<file path="src/rtl/ex_alu_unit.sv">
// Execute-stage ALU with a registered result and an iterative 1-bit/cycle shifter.
// Ports: clk, rst_n, flush; in_valid/in_ready + alu_op, op_a, op_b; out_valid/out_ready + result, zero, illegal.
module ex_alu_unit #(
  parameter int XLEN    = 32,
  parameter int SHAMT_W = 5
) (
  input  logic               clk,
  input  logic               rst_n,
  input  logic               flush,
  input  logic               in_valid,
  output logic               in_ready,
  input  logic [3:0]         alu_op,
  input  logic [XLEN-1:0]    op_a,
  input  logic [XLEN-1:0]    op_b,
  output logic               out_valid,
  input  logic               out_ready,
  output logic [XLEN-1:0]    result,
  output logic               zero,
  output logic               illegal
);

  localparam logic [3:0] OP_ADD  = 4'b0000;
  localparam logic [3:0] OP_SUB  = 4'b1000;
  localparam logic [3:0] OP_SLL  = 4'b0001;
  localparam logic [3:0] OP_SLT  = 4'b0010;
  localparam logic [3:0] OP_SLTU = 4'b0011;
  localparam logic [3:0] OP_XOR  = 4'b0100;
  localparam logic [3:0] OP_SRL  = 4'b0101;
  localparam logic [3:0] OP_SRA  = 4'b1101;
  localparam logic [3:0] OP_OR   = 4'b0110;
  localparam logic [3:0] OP_AND  = 4'b0111;
  localparam logic [3:0] OP_EQ   = 4'b1001;
  localparam logic [3:0] OP_NEQ  = 4'b1010;
  localparam logic [3:0] OP_GE   = 4'b1100;
  localparam logic [3:0] OP_GEU  = 4'b1110;

  typedef enum logic [1:0] {
    S_IDLE,
    S_SHIFT,
    S_HOLD
  } state_e;

  state_e              state_q, state_d;
  logic [XLEN-1:0]     result_q, result_d;
  logic                illegal_q, illegal_d;
  logic                out_valid_q, out_valid_d;
  logic [XLEN-1:0]     acc_q, acc_d;
  logic [SHAMT_W-1:0]  cnt_q, cnt_d;
  logic                sh_right_q, sh_right_d;
  logic                sh_arith_q, sh_arith_d;

  logic                accept;
  logic                is_shift;
  logic                alu_ill;
  logic [XLEN-1:0]     alu_res;
  logic [XLEN-1:0]     acc_sh;
  logic [SHAMT_W-1:0]  shamt;
  logic                lt_s, lt_u, eq;

  localparam logic [XLEN-1:0] ONE = {{(XLEN-1){1'b0}}, 1'b1};

  assign shamt = op_b[SHAMT_W-1:0];
  assign lt_s  = $signed(op_a) < $signed(op_b);
  assign lt_u  = op_a < op_b;
  assign eq    = op_a == op_b;

  // in_ready never looks at in_valid, only at state, flush and out_ready
  assign in_ready = !flush &&
    ((state_q == S_IDLE) || ((state_q == S_HOLD) && out_ready));
  assign accept   = in_valid && in_ready;

  // SRA shifts the sign bit back in; SRL and SLL shift in zero
  assign acc_sh = sh_right_q
    ? {sh_arith_q & acc_q[XLEN-1], acc_q[XLEN-1:1]}
    : {acc_q[XLEN-2:0], 1'b0};

  always_comb begin
    alu_res  = '0;
    alu_ill  = 1'b0;
    is_shift = 1'b0;
    case (alu_op)
      OP_ADD:  alu_res = op_a + op_b;
      OP_SUB:  alu_res = op_a - op_b;
      OP_XOR:  alu_res = op_a ^ op_b;
      OP_OR:   alu_res = op_a | op_b;
      OP_AND:  alu_res = op_a & op_b;
      OP_SLT:  alu_res = lt_s ? ONE : '0;
      OP_SLTU: alu_res = lt_u ? ONE : '0;
      OP_GE:   alu_res = lt_s ? '0 : ONE;
      OP_GEU:  alu_res = lt_u ? '0 : ONE;
      OP_EQ:   alu_res = eq ? ONE : '0;
      OP_NEQ:  alu_res = eq ? '0 : ONE;
      // shamt 0 finishes immediately with op_a unchanged
      OP_SLL, OP_SRL, OP_SRA: begin
        alu_res  = op_a;
        is_shift = 1'b1;
      end
      default: alu_ill = 1'b1;
    endcase
  end

  always_comb begin
    state_d     = state_q;
    result_d    = result_q;
    illegal_d   = illegal_q;
    out_valid_d = out_valid_q;
    acc_d       = acc_q;
    cnt_d       = cnt_q;
    sh_right_d  = sh_right_q;
    sh_arith_d  = sh_arith_q;
    if (flush) begin
      state_d     = S_IDLE;
      out_valid_d = 1'b0;
    end else begin
      unique case (1'b1)
        (state_q == S_SHIFT): begin
          acc_d = acc_sh;
          cnt_d = cnt_q - {{(SHAMT_W-1){1'b0}}, 1'b1};
          if (cnt_q == {{(SHAMT_W-1){1'b0}}, 1'b1}) begin
            result_d    = acc_sh;
            illegal_d   = 1'b0;
            state_d     = S_HOLD;
            out_valid_d = 1'b1;
          end
        end
        default: begin
          if (accept) begin
            if (is_shift && (shamt != '0)) begin
              acc_d       = op_a;
              cnt_d       = shamt;
              sh_right_d  = alu_op[2];
              sh_arith_d  = alu_op[3];
              state_d     = S_SHIFT;
              out_valid_d = 1'b0;
            end else begin
              result_d    = alu_res;
              illegal_d   = alu_ill;
              state_d     = S_HOLD;
              out_valid_d = 1'b1;
            end
          end else if ((state_q == S_HOLD) && out_ready) begin
            state_d     = S_IDLE;
            out_valid_d = 1'b0;
          end
        end
      endcase
    end
  end

  always_ff @(posedge clk or negedge rst_n) begin
    if (!rst_n) begin
      state_q     <= S_IDLE;
      result_q    <= '0;
      illegal_q   <= 1'b0;
      out_valid_q <= 1'b0;
      acc_q       <= '0;
      cnt_q       <= '0;
      sh_right_q  <= 1'b0;
      sh_arith_q  <= 1'b0;
    end else begin
      state_q     <= state_d;
      result_q    <= result_d;
      illegal_q   <= illegal_d;
      out_valid_q <= out_valid_d;
      acc_q       <= acc_d;
      cnt_q       <= cnt_d;
      sh_right_q  <= sh_right_d;
      sh_arith_q  <= sh_arith_d;
    end
  end

  assign result    = result_q;
  assign illegal   = illegal_q;
  assign out_valid = out_valid_q;
  assign zero      = (result_q == '0);

endmodule

</file>
<file path="config.mk">
export PLATFORM = sky130hd
export DESIGN_NAME = ex_alu_unit
export DESIGN_NICKNAME = d
export VERILOG_FILES = /design/src/rtl/ex_alu_unit.sv
export SDC_FILE = /design/constraint.sdc
export NUM_CORES = 1
export LEC_CHECK = 0
export ABC_AREA = 1
export CORE_ASPECT_RATIO = 0.9
export CORE_MARGIN = 2
export CORE_UTILIZATION = 35
export DETAILED_ROUTE_END_ITERATION = 16
export DONT_BUFFER_PORTS = 1
export PLACE_DENSITY = 0.47
export RECOVER_POWER = 100
export SKIP_LAST_GASP = 1
export SLEW_MARGIN = 0
export SYNTH_ARGS = -nofsm -noshare
export SYNTH_HDL_FRONTEND = slang
export SYNTH_SLANG_ARGS = --single-unit
</file>
<file path="constraint.sdc">
create_clock -name clk -period 2 [get_ports clk]
set_input_delay 0.6 -clock clk [delete_from_list [all_inputs] [get_ports clk]]
set_output_delay 0.6 -clock clk [all_outputs]
set_load 0.05 [all_outputs]
</file>
Yosys cells after proc, flatten, opt, wreduce, memory -nomap -nowiden. Cells that the tools add are included.

Bitwise operators: 6. Mux-type cells: 36. $add $sub $neg: 3. Reduce and logical (&&, ||, !) cells: 19. Order comparisons: 2. Eq/ne operators: 20.

Operator list (count): $pmux W32 S12 (1); $mux W32 (8); $lt A32 B32 Y1 (2); $add A32 B32 Y32 (1); $and A32 B32 Y32 (1); $eq A32 B32 Y1 (1); $logic_not A32 Y1 (1); $or A32 B32 Y32 (1); $sub A32 B32 Y32 (1); $xor A32 B32 Y32 (1); $eq A4 B4 Y1 const B (6); $mux W1 (18); $eq A4 B3 Y1 const B (4); $mux W5 (3); $reduce_or A14 Y1 (1); $mux W2 (6); $eq A4 B2 Y1 const B (2); $reduce_and A4 Y1 (2); $eq A5 B1 Y1 const B (1); $reduce_bool A5 Y1 (1); $sub A5 B1 Y5 const B (1); $eq A4 B1 Y1 const B (1); $logic_and A1 B1 Y1 (4); $logic_not A4 Y1 (1); other kinds (15) (17).

Output and inout port bits: 36. Bits in registers: 75. Bits of input ports: 73. Logic and storage cells: 94.

Depth between registers and ports, before layout.
Depth after elaboration: 8. Depth in mapped cells: 18. Mapped depth without buffers: 18.

Worst setup path before layout. OpenSTA, ideal clock, no wires.

Path type: register -> register. Start point: register state_q[1]. End point: register cnt_q[2]. Stages on the path, launching flop included: 12. Path slack: -555 ps. Clock period less this slack: 2555 ps. Buffers on the path: 1. Arrival time: 2432 ps. Setup time: 122 ps. Data required time: 1878 ps. Cell sequence: dfrtp_1 > inv_2 > o21ai_1 > nor2_1 > nand2_1 > nor2_4 > inv_2 > a21oi_4 > inv_2 > buf_2 > nand2_1 > o21ai_1.

Word-level cells in the longest chain between the ends: 7. Elaborated cells between the ends (all ways): 11. Classes of those cells: eq/ne: 2; mux: 1; reduce/logical: 8.

RTL lines: start: declaration (line 43) `state_e state_q, state_d;`; start signal: assignment (line 161) `state_q <= state_d;`; $eq A2 B2 Y1 (line 69) `((state_q == S_IDLE) || ((state_q == S_HOLD) && out_ready));`; $logic_and A1 B1 Y1 (line 69); $logic_or A1 B1 Y1 (*) (line 69); $logic_and A1 B1 Y1 (*) (line 68) `assign in_ready = !flush &&`; via in_ready (line 11) `output logic in_ready,`; $logic_and A1 B1 Y1 (*) (line 70) `assign accept = in_valid && in_ready;`; $reduce_bool A2 Y1 (no source line) (*); $reduce_and A3 Y1 (no source line) (*); end signal: assignment (line 166) `cnt_q <= cnt_d;`; end: declaration (line 48) `logic [SHAMT_W-1:0] cnt_q, cnt_d;`.

The timed path passes the listed nets; every way through them passes the cells marked *. A chain may end at the register's enable or synchronous reset.

Worst setup path in the final report.
Start point: register result_q[5], in the netlist result[5]. End point: output zero.

Word-level cells in the longest chain between the ends: 1.

RTL lines: start: declaration (line 44) `logic [XLEN-1:0] result_q, result_d;`; start signal: assignment (line 162) `result_q <= result_d;`; $logic_not A32 Y1 (line 175) `assign zero = (result_q == '0);`; end: declaration (line 18) `output logic zero,`.

No other way between the ends.

==> results.md <==
- The run finished, with violations left.
- The checks that failed: hold timing, setup timing.
- The share of total power dissipated in sequential elements is 0.239.
- In the routed design, unresolved DRC markers number 0.
- The count of input and output buffers is 0.
- The number of antenna violations at the first check in global routing was 0.
- In this run, synthesis produced a sequential element count of 74.
- Of the total synthesized cell area, the portion taken by AND, OR, NAND and NOR gates is 0.338.
- Max-cap violations in this run came to 0.
- Dividing the detail-routed via count by the number of cells gives 5.15.
- After legalization and detailed placement, the total HPWL measured 38.3 mm.
- The total power density per cell area is 622 nW/um2.
- The layout has 2,927 filler cells.
- The number of enable-type register cells in the synthesized netlist is 0.
- At the worst endpoint, the required time is 1.40 ns.
- Yosys printed 0 warnings.
- The vertical extent of the die is 167 um.
- The number of clock buffers added by TritonCTS is 9.
- The maximum resistive drop on vdd is 0.000593 V.
- The post-route cell area is 16,200 um2.
- The maximum clock skew at final layout is 0.00634 ns.
- Compared with the post-synthesis result, the final layout area differs by 57.6%.
- Of the total power, the share spent switching nets is 0.464.
- The aggregate global routing overflow is 0.
- For this run, the top clock speed supported by timing is 424 MHz.
- The number of buffers on the longest clock path is 2.
- For this design the total switching power over the nets is 0.00469 W.
- The total of endpoints with negative setup slack in the final report is 57.
- CTS built an H-tree with a depth of 3.
- Synthesis produced a netlist whose cell count is 1,758.
- The layout net count is 2,242.
- The total standard cell area after synthesis is 10,300 um2.
- For this run, the register share of the synthesized area comes to 0.180.
- The fraction of the mapped netlist area in compound gates is 0.204.
- Walking the worst path, the cells encountered are nor4_4 > buf_4 > nand4_1 > buf_6 > nor2_4 > buf_12.
- Data arrives at the worst endpoint at 1.76 ns.
- The critical path is of the register to output port type.
- Setup repair after global routing could not meet its margin everywhere.
- The die is 185 um wide.
- The pin count of the biggest net entering global routing is 75.
- The wire length of the first global-routing pass is 70.4 mm.
- The internal cell power is 0.00542 W.
- The count of final hold-check violations was 74.
- The path class of the tightest hold or removal check is input port to asynchronous set/reset pin.
- The number of global-route vias before repair came to 12,000.
- The post-route minimum period is 2.36 ns.
- Total power for the finished layout comes to 0.0101 W.
- The mean post-synth cell area is 5.86 um2.
- The number of nets with antenna violations after routing is 0.
- The post-synthesis adder-cell area fraction is 0.131.
- In the finished design, the share of the clock period the worst path needs comes to 1.18.
- The worst setup path is captured at an output port.
- The starting density of the core is 0.356.
- The post-synthesis share of cell area spent on xor and xnor gates is 0.00255.
- The type of origin of the critical path is a register.
- The multi-input logic area is 9350 um2.
- The post-detailed-routing wire length is 47.8 mm.
- In this run the clock root is driven by a sky130_fd_sc_hd__clkbuf_16.
- The sequential cell area in the final layout is 1850 um2.
- The actual transition at the worst max-transition pin is 0.626 ns.
- For this run, the detailed router's first-pass iteration total came to 6.
- The number of distinct library cells after synthesis is 50.
- The leakage power figure is 8.10 nW.
- After floorplanning, the core was divided into 59 placement rows.
- The worst pin sits at a relative slew slack of 0.583.
- The global-route total usage across every layer is 0.303.
- The final setup slack of the worst path is -0.358 ns.
- The register clock-pin slew on the reported worst setup and hold paths is 0.06 ns.
- The number of ports placed on the die boundary is 109.
- The initial detailed-routing violation count is 877.
- The clock latency on the worst-skew pair is 0.35 ns.
- The count of pins over their slew limit is 0.
- In this run the standard cell core region covers 28,900 um2.
- The slowest stage of the critical path is the sky130_fd_sc_hd__dfrtp_1 cell.
- The worst-case reg-to-reg path depth is 9.
- The die area is 30,800 um2.
- The most used flip-flop cell after synthesis is sky130_fd_sc_hd__dfrtp_1.
- After synthesis, the share of cell area in mux cells is 0.
- Counting every sink on the clock net gives 74.
- On the final layout, the worst hold slack is -0.0565 ns.
- The largest stage delay on the critical path is 0.40 ns.
- The per-cell routed wire length is 19.4 um.
- The async set-reset flop share out of synthesis is 1.00.
- In the final layout, the share of cells above drive strength 1 is 0.438.
- The CTS tree is built.
- Across all layers, the routed design uses 12,700 vias.
- Of the total power, the clock network draws 0.176.
- The area of placed instances is 13,600 um2.
- Along the worst path, the maximum fanout reaches 2.
- The combinational share of power is 0.585.
- The diode insertion count for antenna repair is 0.
- The total negative setup slack is -6.00 ns.
- After synthesis, the largest family of logic cells by area is simple AND/OR/NAND/NOR gates.
- Synthesis produced a netlist with a net count of 1,938.
- The placer's final routability congestion estimate is 0.949.
-- cells in the mapped netlist, types with 20 or more instances --
library cell | count | area [um2]
sky130_fd_sc_hd__nand2_1 | 508 | 1910
sky130_fd_sc_hd__inv_1 | 279 | 1050
sky130_fd_sc_hd__nor2_1 | 152 | 571
sky130_fd_sc_hd__a21oi_1 | 129 | 646
sky130_fd_sc_hd__nand3_1 | 125 | 626
sky130_fd_sc_hd__ha_1 | 105 | 1310
sky130_fd_sc_hd__o21ai_0 | 99 | 495
sky130_fd_sc_hd__dfrtp_1 | 74 | 1850
sky130_fd_sc_hd__buf_2 | 37 | 185
sky130_fd_sc_hd__o21ai_1 | 31 | 155
sky130_fd_sc_hd__a221oi_1 | 24 | 210
sky130_fd_sc_hd__o22ai_1 | 24 | 150
sky130_fd_sc_hd__clkbuf_1 | 20 | 75.1
-- metal layers --
metal	vias up	part of all wire	GRT usage
li1	6266	-	-
met1	5977	0.43	0.398
met2	363	0.46	0.484
met3	84	0.062	0.0560
met4	0	0.048	0.130
met5	-	0	0
-- repair_timing --
| action | CTS | global route |
|---|---|---|
| pin swaps | 45 | 221 |
| setup endpoints to repair | 24 | 30 |
| hold endpoints to repair | 74 | 74 |
| setup buffers | 15 | 36 |
| gates resized for setup | 105 | 433 |
-- layout by cell type, fill, tap and decap left out, drive strengths merged, types with 2 or more instances in the layout --
| master | instances |
|---|---|
| o21a | 2 |
| o22ai | 24 |
| nor2 | 158 |
| nand4 | 15 |
| nor3 | 18 |
| o211ai | 3 |
| clkbuf | 27 |
| o21bai | 13 |
| a21oi | 130 |
| a21boi | 16 |
| a221oi | 24 |
| dfrtp | 74 |
| a211oi | 3 |
| inv | 285 |
| a2bb2oi | 7 |
| clkinv | 3 |
| nand2 | 511 |
| clkinvlp | 5 |
| or2 | 7 |
| bufinv | 2 |
| nor4 | 6 |
| nand3 | 125 |
| a31oi | 5 |
| fa | 2 |
| ha | 105 |
| and2 | 4 |
| nand3b | 2 |
| o22a | 2 |
| xnor2 | 2 |
| o21ai | 131 |
| buf | 351 |
-- through the flow --
step	util	worst slack (ns)	std cells	hold slack, ns
after detailed placement	0.471	-0.602	2397	0.306
after floorplan	-	-0.162	1758	0.304
after global placement	0.471	-0.611	2397	0.306
after global routing	0.561	-0.437	2463	-0.0714
after CTS	0.500	-0.352	2428	-0.0672
final	0.561	-0.358	2463	-0.0565
-- registers in the layout, indices dropped and copies added, names as in the netlist --
signal,flops
sh_right_q,1
sh_arith_q,1
result,32
state_q,2
cnt_q,5
acc_q,32
illegal,1
-- cell type report --
cell class	count	share of cell area
well taps	396	0.0305
flip-flops and latches	74	0.114
clock buffers	11	0.0149
inverters	290	0.0741
multi-input cells	1320	0.576
repair buffers	367	0.186
clock inverters	5	0.00478
-- power by group through the flow --
stage	Sequential, W	Clock (W)	Combinational, W
CTS	0.00241	0.00182	0.00532
floorplan	0.00317	0	0.00242
finish	0.00241	0.00178	0.00591
detailed placement	0.00241	0	0.00513
global placement	0.00241	0	0.00512
global route	0.00250	0.00189	0.00640
-- kinds of logic after synthesis --
kind of cell	Yosys count
compound gates	363
xor+xnor	3
fa+ha+maj	107
buf+inv	364
flops	74
simple gates	847
-- path summary, 6_finish.rpt --
path	startpoint	endpoint	slack [ns]
worst max-delay path	result[5]$_DFFE_PN0P_	zero	-0.36
worst min-delay path	rst_n	result[27]$_DFFE_PN0P_	-0.06
worst max register to register	state_q[1]$_DFFE_PN0P_	result[21]$_DFFE_PN0P_	0.22
worst min register to register	acc_q[31]$_DFFE_PN0P_	acc_q[31]$_DFFE_PN0P_	0.47
max in group asynchronous	rst_n	acc_q[7]$_DFFE_PN0P_	1.90
min in group clk	alu_op[2]	sh_right_q$_DFFE_PN0P_	0.39
-- critical path, delay by kind of cell (launching register included) --
family,cells,cell delay [ns]
AND/OR/NAND/NOR,3,0.54
buffers and inverters,3,0.47
flip-flops,1,0.40
Note: power is estimated with default switching activity, not from simulation.
